--- src/rtl/mips_exec_controller.sv ---
// Run-control sequencer for the 5-stage MIPS core: owns the global stall,
// sequences RUN/STEP/STOP/CLEAR commands, drains on HALT and counts executed cycles.
module mips_exec_controller #(
  parameter int          CNT_W        = 32,
  parameter int          DRAIN_CYCLES = 4,
  parameter logic [31:0] HALT_WORD    = 32'hFFFFFFFF
) (
  input  logic             clk,
  input  logic             rst,
  input  logic             i_cmd_valid,
  input  logic [1:0]       i_cmd,
  output logic             o_cmd_ready,
  input  logic [31:0]      i_id_instruction,
  output logic             o_stall,
  output logic             o_running,
  output logic             o_halted,
  output logic             o_step_done,
  output logic [CNT_W-1:0] o_cycle_count
);

  typedef enum logic [2:0] {
    ST_IDLE   = 3'd0,
    ST_RUN    = 3'd1,
    ST_STEP   = 3'd2,
    ST_DRAIN  = 3'd3,
    ST_HALTED = 3'd4
  } state_t;

  localparam logic [1:0] CMD_CLEAR = 2'b00;
  localparam logic [1:0] CMD_RUN   = 2'b01;
  localparam logic [1:0] CMD_STEP  = 2'b10;
  localparam logic [1:0] CMD_STOP  = 2'b11;
  localparam logic [3:0] DRAIN_LOAD = 4'(DRAIN_CYCLES - 1);

  state_t           state_r, state_next_s;
  logic [3:0]       drain_cnt_r, drain_cnt_next_s;
  logic             step_done_r, step_done_next_s;
  logic [CNT_W-1:0] cycle_cnt_r;
  logic             cmd_acc_s, halt_seen_s, clear_s;

  // Outputs are pure decodes of registered state, so no input reaches an output.
  assign o_stall       = (state_r == ST_IDLE) || (state_r == ST_HALTED);
  assign o_cmd_ready   = (state_r == ST_IDLE) || (state_r == ST_RUN) || (state_r == ST_HALTED);
  assign o_running     = (state_r == ST_RUN) || (state_r == ST_STEP) || (state_r == ST_DRAIN);
  assign o_halted      = (state_r == ST_HALTED);
  assign o_step_done   = step_done_r;
  assign o_cycle_count = cycle_cnt_r;

  assign cmd_acc_s   = i_cmd_valid && o_cmd_ready;
  assign halt_seen_s = (i_id_instruction == HALT_WORD);

  // Next-state decode; HALT in ID outranks a coincident STOP.
  always_comb begin
    state_next_s     = state_r;
    drain_cnt_next_s = drain_cnt_r;
    step_done_next_s = 1'b0;
    clear_s          = 1'b0;
    case (state_r)
      ST_IDLE: begin
        if (cmd_acc_s) begin
          case (i_cmd)
            CMD_RUN:   state_next_s = ST_RUN;
            CMD_STEP:  state_next_s = ST_STEP;
            CMD_CLEAR: clear_s      = 1'b1;
            default:   state_next_s = ST_IDLE;
          endcase
        end else begin
          state_next_s = ST_IDLE;
        end
      end
      ST_RUN: begin
        if (halt_seen_s) begin
          state_next_s     = ST_DRAIN;
          drain_cnt_next_s = DRAIN_LOAD;
        end else if (cmd_acc_s && (i_cmd == CMD_STOP)) begin
          state_next_s = ST_IDLE;
        end else begin
          state_next_s = ST_RUN;
        end
      end
      ST_STEP: begin
        if (halt_seen_s) begin
          state_next_s     = ST_DRAIN;
          drain_cnt_next_s = DRAIN_LOAD;
        end else begin
          state_next_s     = ST_IDLE;
          step_done_next_s = 1'b1;
        end
      end
      ST_DRAIN: begin
        if (drain_cnt_r == 4'd0) begin
          state_next_s = ST_HALTED;
        end else begin
          drain_cnt_next_s = drain_cnt_r - 4'd1;
        end
      end
      ST_HALTED: begin
        if (cmd_acc_s && (i_cmd == CMD_CLEAR)) begin
          state_next_s = ST_IDLE;
          clear_s      = 1'b1;
        end else begin
          state_next_s = ST_HALTED;
        end
      end
      default: begin
        state_next_s     = ST_IDLE;
        drain_cnt_next_s = 4'd0;
      end
    endcase
  end

  // State, drain counter and step-done pulse registers.
  always_ff @(posedge clk or negedge rst) begin
    if (!rst) begin
      state_r     <= ST_IDLE;
      drain_cnt_r <= 4'd0;
      step_done_r <= 1'b0;
    end else begin
      state_r     <= state_next_s;
      drain_cnt_r <= drain_cnt_next_s;
      step_done_r <= step_done_next_s;
    end
  end

  // Saturating executed-cycle counter; CLEAR wins over increment.
  always_ff @(posedge clk or negedge rst) begin
    if (!rst) begin
      cycle_cnt_r <= '0;
    end else if (clear_s) begin
      cycle_cnt_r <= '0;
    end else if (!o_stall && (cycle_cnt_r != {CNT_W{1'b1}})) begin
      cycle_cnt_r <= cycle_cnt_r + {{(CNT_W-1){1'b0}}, 1'b1};
    end else begin
      cycle_cnt_r <= cycle_cnt_r;
    end
  end

endmodule

--- config.mk ---
export PLATFORM = sky130hd
export DESIGN_NAME = mips_exec_controller
export DESIGN_NICKNAME = d
export VERILOG_FILES = /design/src/rtl/mips_exec_controller.sv
export SDC_FILE = /design/constraint.sdc
export NUM_CORES = 1
export LEC_CHECK = 0
export ABC_AREA = 1
export CAP_MARGIN = 20
export CELL_PAD_IN_SITES_DETAIL_PLACEMENT = 0
export CELL_PAD_IN_SITES_GLOBAL_PLACEMENT = 1
export CORE_ASPECT_RATIO = 1.2
export CORE_MARGIN = 4
export CORE_UTILIZATION = 34
export CTS_CLUSTER_DIAMETER = 40
export DETAILED_ROUTE_END_ITERATION = 10
export GPL_TIMING_DRIVEN = 0
export HOLD_SLACK_MARGIN = 0.08
export PLACE_DENSITY_LB_ADDON = 0.1
export SLEW_MARGIN = 20
export SYNTH_ARGS = -nofsm -noshare
export SYNTH_HDL_FRONTEND = slang
export SYNTH_SLANG_ARGS = --single-unit
export TNS_END_PERCENT = 1
--- constraint.sdc ---
create_clock -name clk -period 2.3 [get_ports clk]
set_clock_uncertainty 0.05 [all_clocks]
set_input_delay 0.345 -clock clk [delete_from_list [all_inputs] [get_ports clk]]
set_output_delay 0.345 -clock clk [all_outputs]
set_load 0.01 [all_outputs]
Yosys cells after proc, flatten, opt, wreduce, memory -nomap -nowiden
Cells that the tools add are included.

word-level totals
  output and inout bits = 37
  bits of input ports = 37
  register bits = 40
  logic and storage cells = 57

operators by class
  bitwise logic cells = 1
  reductions and logical operators = 18
  mux-type cells = 19
  equal/unequal tests = 13
  $add $sub $neg = 2

operator list
  kind                                                                      count
  32-bit two-way mux                                                        2
  32-bit by 1-bit adder with 32-bit output (second input constant)          1
  32-bit equality test (second input constant)                              1
  32-bit inequality test (second input constant)                            1
  3-bit one-hot mux with 5 select lines                                     1
  4-bit one-hot mux with 3 select lines                                     1
  3-bit two-way mux                                                         3
  3-bit one-hot mux with 3 select lines                                     1
  4-bit two-way mux                                                         2
  3-bit by 2-bit equality test with 1-bit output (second input constant)    2
  1-bit two-way mux                                                         6
  1-bit logical OR                                                          5
  2-bit equality test (second input constant)                               2
  1-bit logical AND                                                         4
  4-bit zero test                                                           1
  2-bit two-way mux                                                         2
  2-bit by 1-bit inequality test with 1-bit output (second input constant)  2
  2-bit OR reduction                                                        2
  4-bit by 1-bit subtractor with 4-bit output (second input constant)       1
  3-bit by 1-bit equality test with 1-bit output (second input constant)    1
  3-bit equality test (second input constant)                               1
  3-bit zero test                                                           1
  3-bit inequality test (second input constant)                             1
  3-bit AND reduction                                                       1
  8 further kinds                                                           8

Longest topological paths before layout
Gate-level depths: netlist of the first run.

  word-level depth = 8
  gate-level depth with buffers = 12
  depth with buffers taken out = 11

Worst setup path after synthesis of the first run
Ideal clock, no wire load.

  kind = register -> register
  from = register cycle_cnt_r[0], in the netlist o_cycle_count[0]
  to = register cycle_cnt_r[28], in the netlist o_cycle_count[28]
  stages on the path, launching flop included = 13
  buffers on the path = 1
  arrival = 1.641 ns
  path slack = 0.544 ns
  data required time = 2.185 ns
  cell sequence = dfrtp_1 > ha_1 > inv_1 > nor2_4 > nand2_4 > nor2_8 > nand2_4 > nand2_4 > nand2_8 > clkinv_4 > buf_8 > nand2_1 > nand2_1

on the way
  cells in the longest elaborated chain, start to end = 3
  elaborated cells between the ends (all ways) = 6
  classes of those cells = add/sub (1); eq/ne (1); mux (2); reduce/logical (2)

RTL lines
  item                                                                                       line      source
  start: declaration                                                                         38        logic [CNT_W-1:0] cycle_cnt_r;
  start signal: assignment                                                                   132       cycle_cnt_r <= cycle_cnt_r + {{(CNT_W-1){1'b0}}, 1'b1};
  start signal: assignment                                                                   134       cycle_cnt_r <= cycle_cnt_r;
  32-bit by 1-bit adder with 32-bit output / 32-bit inequality test (equally long branches)  132, 131
  32-bit two-way mux / 1-bit logical AND (equally long branches)                             131       end else if (!o_stall && (cycle_cnt_r != {CNT_W{1'b1}})) begin
  32-bit two-way mux / 2-bit nonzero test (equally long branches)                            -

Several ways; a longest one is shown, not always the timed one. The select of a mux whose other input is x is not followed.
A chain may end at the register's enable or synchronous reset.

Worst setup path after layout of the first run
  from = register state_r[1]
  to = output o_halted

on the way
  cells in the longest elaborated chain, start to end = 1

RTL lines
  item                      line  source
  start: declaration        35    state_t state_r, state_next_s;
  start signal: assignment  119   state_r <= state_next_s;
  3-bit equality test       45    assign o_halted = (state_r == ST_HALTED);
  end: declaration          16    output logic o_halted,

Every way passes these cells.

==> metrics.txt, run 1 <==
Initial Util between 30% and 40%; register area share after synthesis about a third; Die Footprint just over 10,000 um^2; Die X 92.5 um; RSZ-0062 raised after global routing no; final setup margin between 100 and 150 ps; status completed; Ys Warns 0; max cap viols 0; Syn-to-layout area delta 34.3%; clk buf depth 2; antenna violations before repair 0; worst vdd ir between 0.5 and 0.6 mV; layout cells sized above 1 under 10%; post-synthesis cell count 456; post-DR vias/cell 4.75; CP Capture Type output port; Worst Setup SP state_r[1]; Inserted Diodes 0; worst endpoint required time 1900 ps; crit path max fanout 6; Iteration-0 DRC Markers approximately 150; Num Clock Sinks 40; CP arrival approximately 1800 ps; most frequent cells after synthesis 193 x nand2_1, 83 x nor2_1, 40 x dfrtp_1; Hold Path Class reg2reg; P_sw roughly 1 mW; # DRC 0; Rows 36; total number of vias ~3,100; Rel. slew slack 60.5%; P_int 1.47 mW; DP Cell Count between 600 and 700; synthesized cell area about 2900 um^2; Pwr per Cell Area 630 nW/um^2; min-delay src drain_cnt_r[1]; H-tree lvl count 2; Nets just under 600; P_leak 1.82 nW; combinational share of power 44.0%; top_reg_cell synth dfrtp_1; estimated wirelength of the detail-placed design about 7 mm; Flop pwr share approximately 37%; total gr overflow 0; startpoint types flop; Clock power frac between 10% and 20%; die height between 100 and 150 um; Syn Nets between 400 and 500; slew at the pin closest to its max-slew limit between 500 and 600 ps; Syn Area/Cell around 6.4 um^2; Post-synth EDFFs 0; gr usage total a little under a fifth; PortBufs 73; worst skew pair latency about 300 ps; CTS Buf Count 5; Reg clk slew, reported paths ~80 ps; Non-Filler Instances between 600 and 700; post-route ant nets 0; post-synth cell types 27; most frequent cell after synthesis nand2_1; Pins Over Slew Limit 0; switching power share of the total 40.5%; Setup-failing EPs final 0; Synth area leaders dfrtp_1 34%, nand2_1 25%, nor2_1 11%; first-pass GRT wire length 14.6 mm; Achievable Freq 460 MHz; CTS tree yes; share of the synthesized area in the top cell type between 30 and 40%; Yosys top cell by area dfrtp_1; gpl congestion a little under 0.8; Final Core Density a little under half; CP Class reg2out; DR WL/cell approximately 14 um; Tcrit/Tclk final between 90% and 100%; Place WS around 110 ps; # fillers between 900 and 1,000; vias in the first global route 3,113; asr flop ratio synth between 90% and 100%; First-pass DRT Iterations 4; final hold violation count 0; Core Area between 8000 and 9000 um^2; FF+latch count, synth 40; fin crit period 2170 ps; root buf cell clkbuf_8; WL final around 8.9 mm; largest net degree at the start of global routing 22; FF-to-FF Start o_cycle_count[0]; I/O pin cnt 74
-- cell usage in the layout, fill, tap and decap left out --
cell type	synthesis	final
nor2_1	83	83
clkbuf_8	0	5
nor3_4	1	1
nand4_1	21	21
a31oi_1	2	2
buf_4	0	1
nor2_4	3	4
nor3_1	3	3
nor2_8	1	1
buf_2	2	3
a21oi_1	5	5
clkinvlp_4	0	1
dlygate4sd3_1	0	1
nand2_8	1	1
clkinv_2	0	1
xor2_1	12	12
xnor2_1	2	2
buf_8	2	2
o21ai_0	5	5
nand2_4	3	3
or2_2	4	4
inv_1	35	35
buf_16	0	1
clkbuf_1	2	2
inv_2	1	1
nand3_1	29	29
ha_1	2	2
nand2_1	193	193
dfrtp_1	40	40
clkinv_4	1	1
clkdlybuf4s50_1	0	72
nand4_4	1	1
nand3b_1	1	1
-- through the flow --
step | cell area (um^2) | TNS, ps | total power [mW] | hold WS, ps
detailed placement | 3810 | 0 | 2.00 | 314
finish | 3910 | 0 | 2.46 | 474
global placement | 3790 | -14240 | 1.99 | 452
CTS | 3910 | 0 | 2.50 | 478
global route | 3910 | 0 | 2.66 | 512
floorplan | 2910 | 0 | 1.54 | -0.591
-- power by group through the flow --
stage          Combinational, mW  Sequential [mW]  Clock, mW
3_3_place_gp                1.07            0.915          0
2_1_floorplan              0.621            0.921          0
4_1_cts                     1.10            0.907      0.494
3_5_place_dp                1.08            0.918          0
5_1_grt                     1.22            0.925      0.518
6_report                    1.08            0.906      0.474
-- registers in the layout, summed over array words and instances (netlist names) --
name	cells
o_cycle_count	32
drain_cnt_r	4
o_step_done	1
state_r	3
-- metal layers --
metal	global-route usage, %	vias to the layer above	wire length, um	part of all wire [%]
met2	36.1	58	4630	52
met5	0	-	0	0
met1	20.0	1437	3770	43
li1	-	1600	-	-
met4	4.35	0	100	1.1
met3	3.29	8	351	4.0
-- final cells by class --
| type | count | area [um^2] | area share [%] |
|---|---|---|---|
| Multi-Input combinational cell | 373 | 1730 | 44.1 |
| Sequential cell | 40 | 1000 | 25.6 |
| Timing Repair Buffer | 76 | 771 | 19.7 |
| Inverter | 37 | 144 | 3.68 |
| Tap cell | 114 | 143 | 3.64 |
| Clock buffer | 5 | 68.8 | 1.76 |
| Buffer | 6 | 47.5 | 1.21 |
| Clock inverter | 2 | 12.5 | 0.320 |
-- critical path: stages, from the launching register on --
cell and delay [ps]:
dfrtp_1 480, nor2_4 150, inv_1 120, nor2_1 170, clkdlybuf4s50_1 570
-- final timing paths --
kind,endpoint,slack (ps),cells after the start
worst min register to register,drain_cnt_r[1],470,2
worst min-delay path,drain_cnt_r[1],470,2
max in group asynchronous,o_cycle_count[18],1190,3
min in group asynchronous,o_cycle_count[13],510,2
worst max register to register,o_cycle_count[22],310,9
worst max-delay path,o_halted,130,4
-- what timing repair did --
action,in CTS,in global routing
resized for setup,1,0
setup endpoints to repair,1,0
hold buffers,1,0
setup buffers,1,0
hold endpoints to repair,20,0
-- kinds of logic after synthesis --
logic type	after synthesis	share of synthesized area, %
compound gates	12	2.15
xor+xnor	14	4.21
fa+ha+maj	2	0.859
buf+inv	43	6.57
flops	40	34.3
simple gates	345	51.9
Power figures use the tool's default switching activity.
==> run 2: changes to the inputs <==
--- a/config.mk
+++ b/config.mk
@@ -21,4 +21,3 @@
 export SYNTH_ARGS = -nofsm -noshare
 export SYNTH_HDL_FRONTEND = slang
 export SYNTH_SLANG_ARGS = --single-unit
-export TNS_END_PERCENT = 1
==> results of run 2 <==
The final DEF is identical to that of run 1; final timing and power are the same.
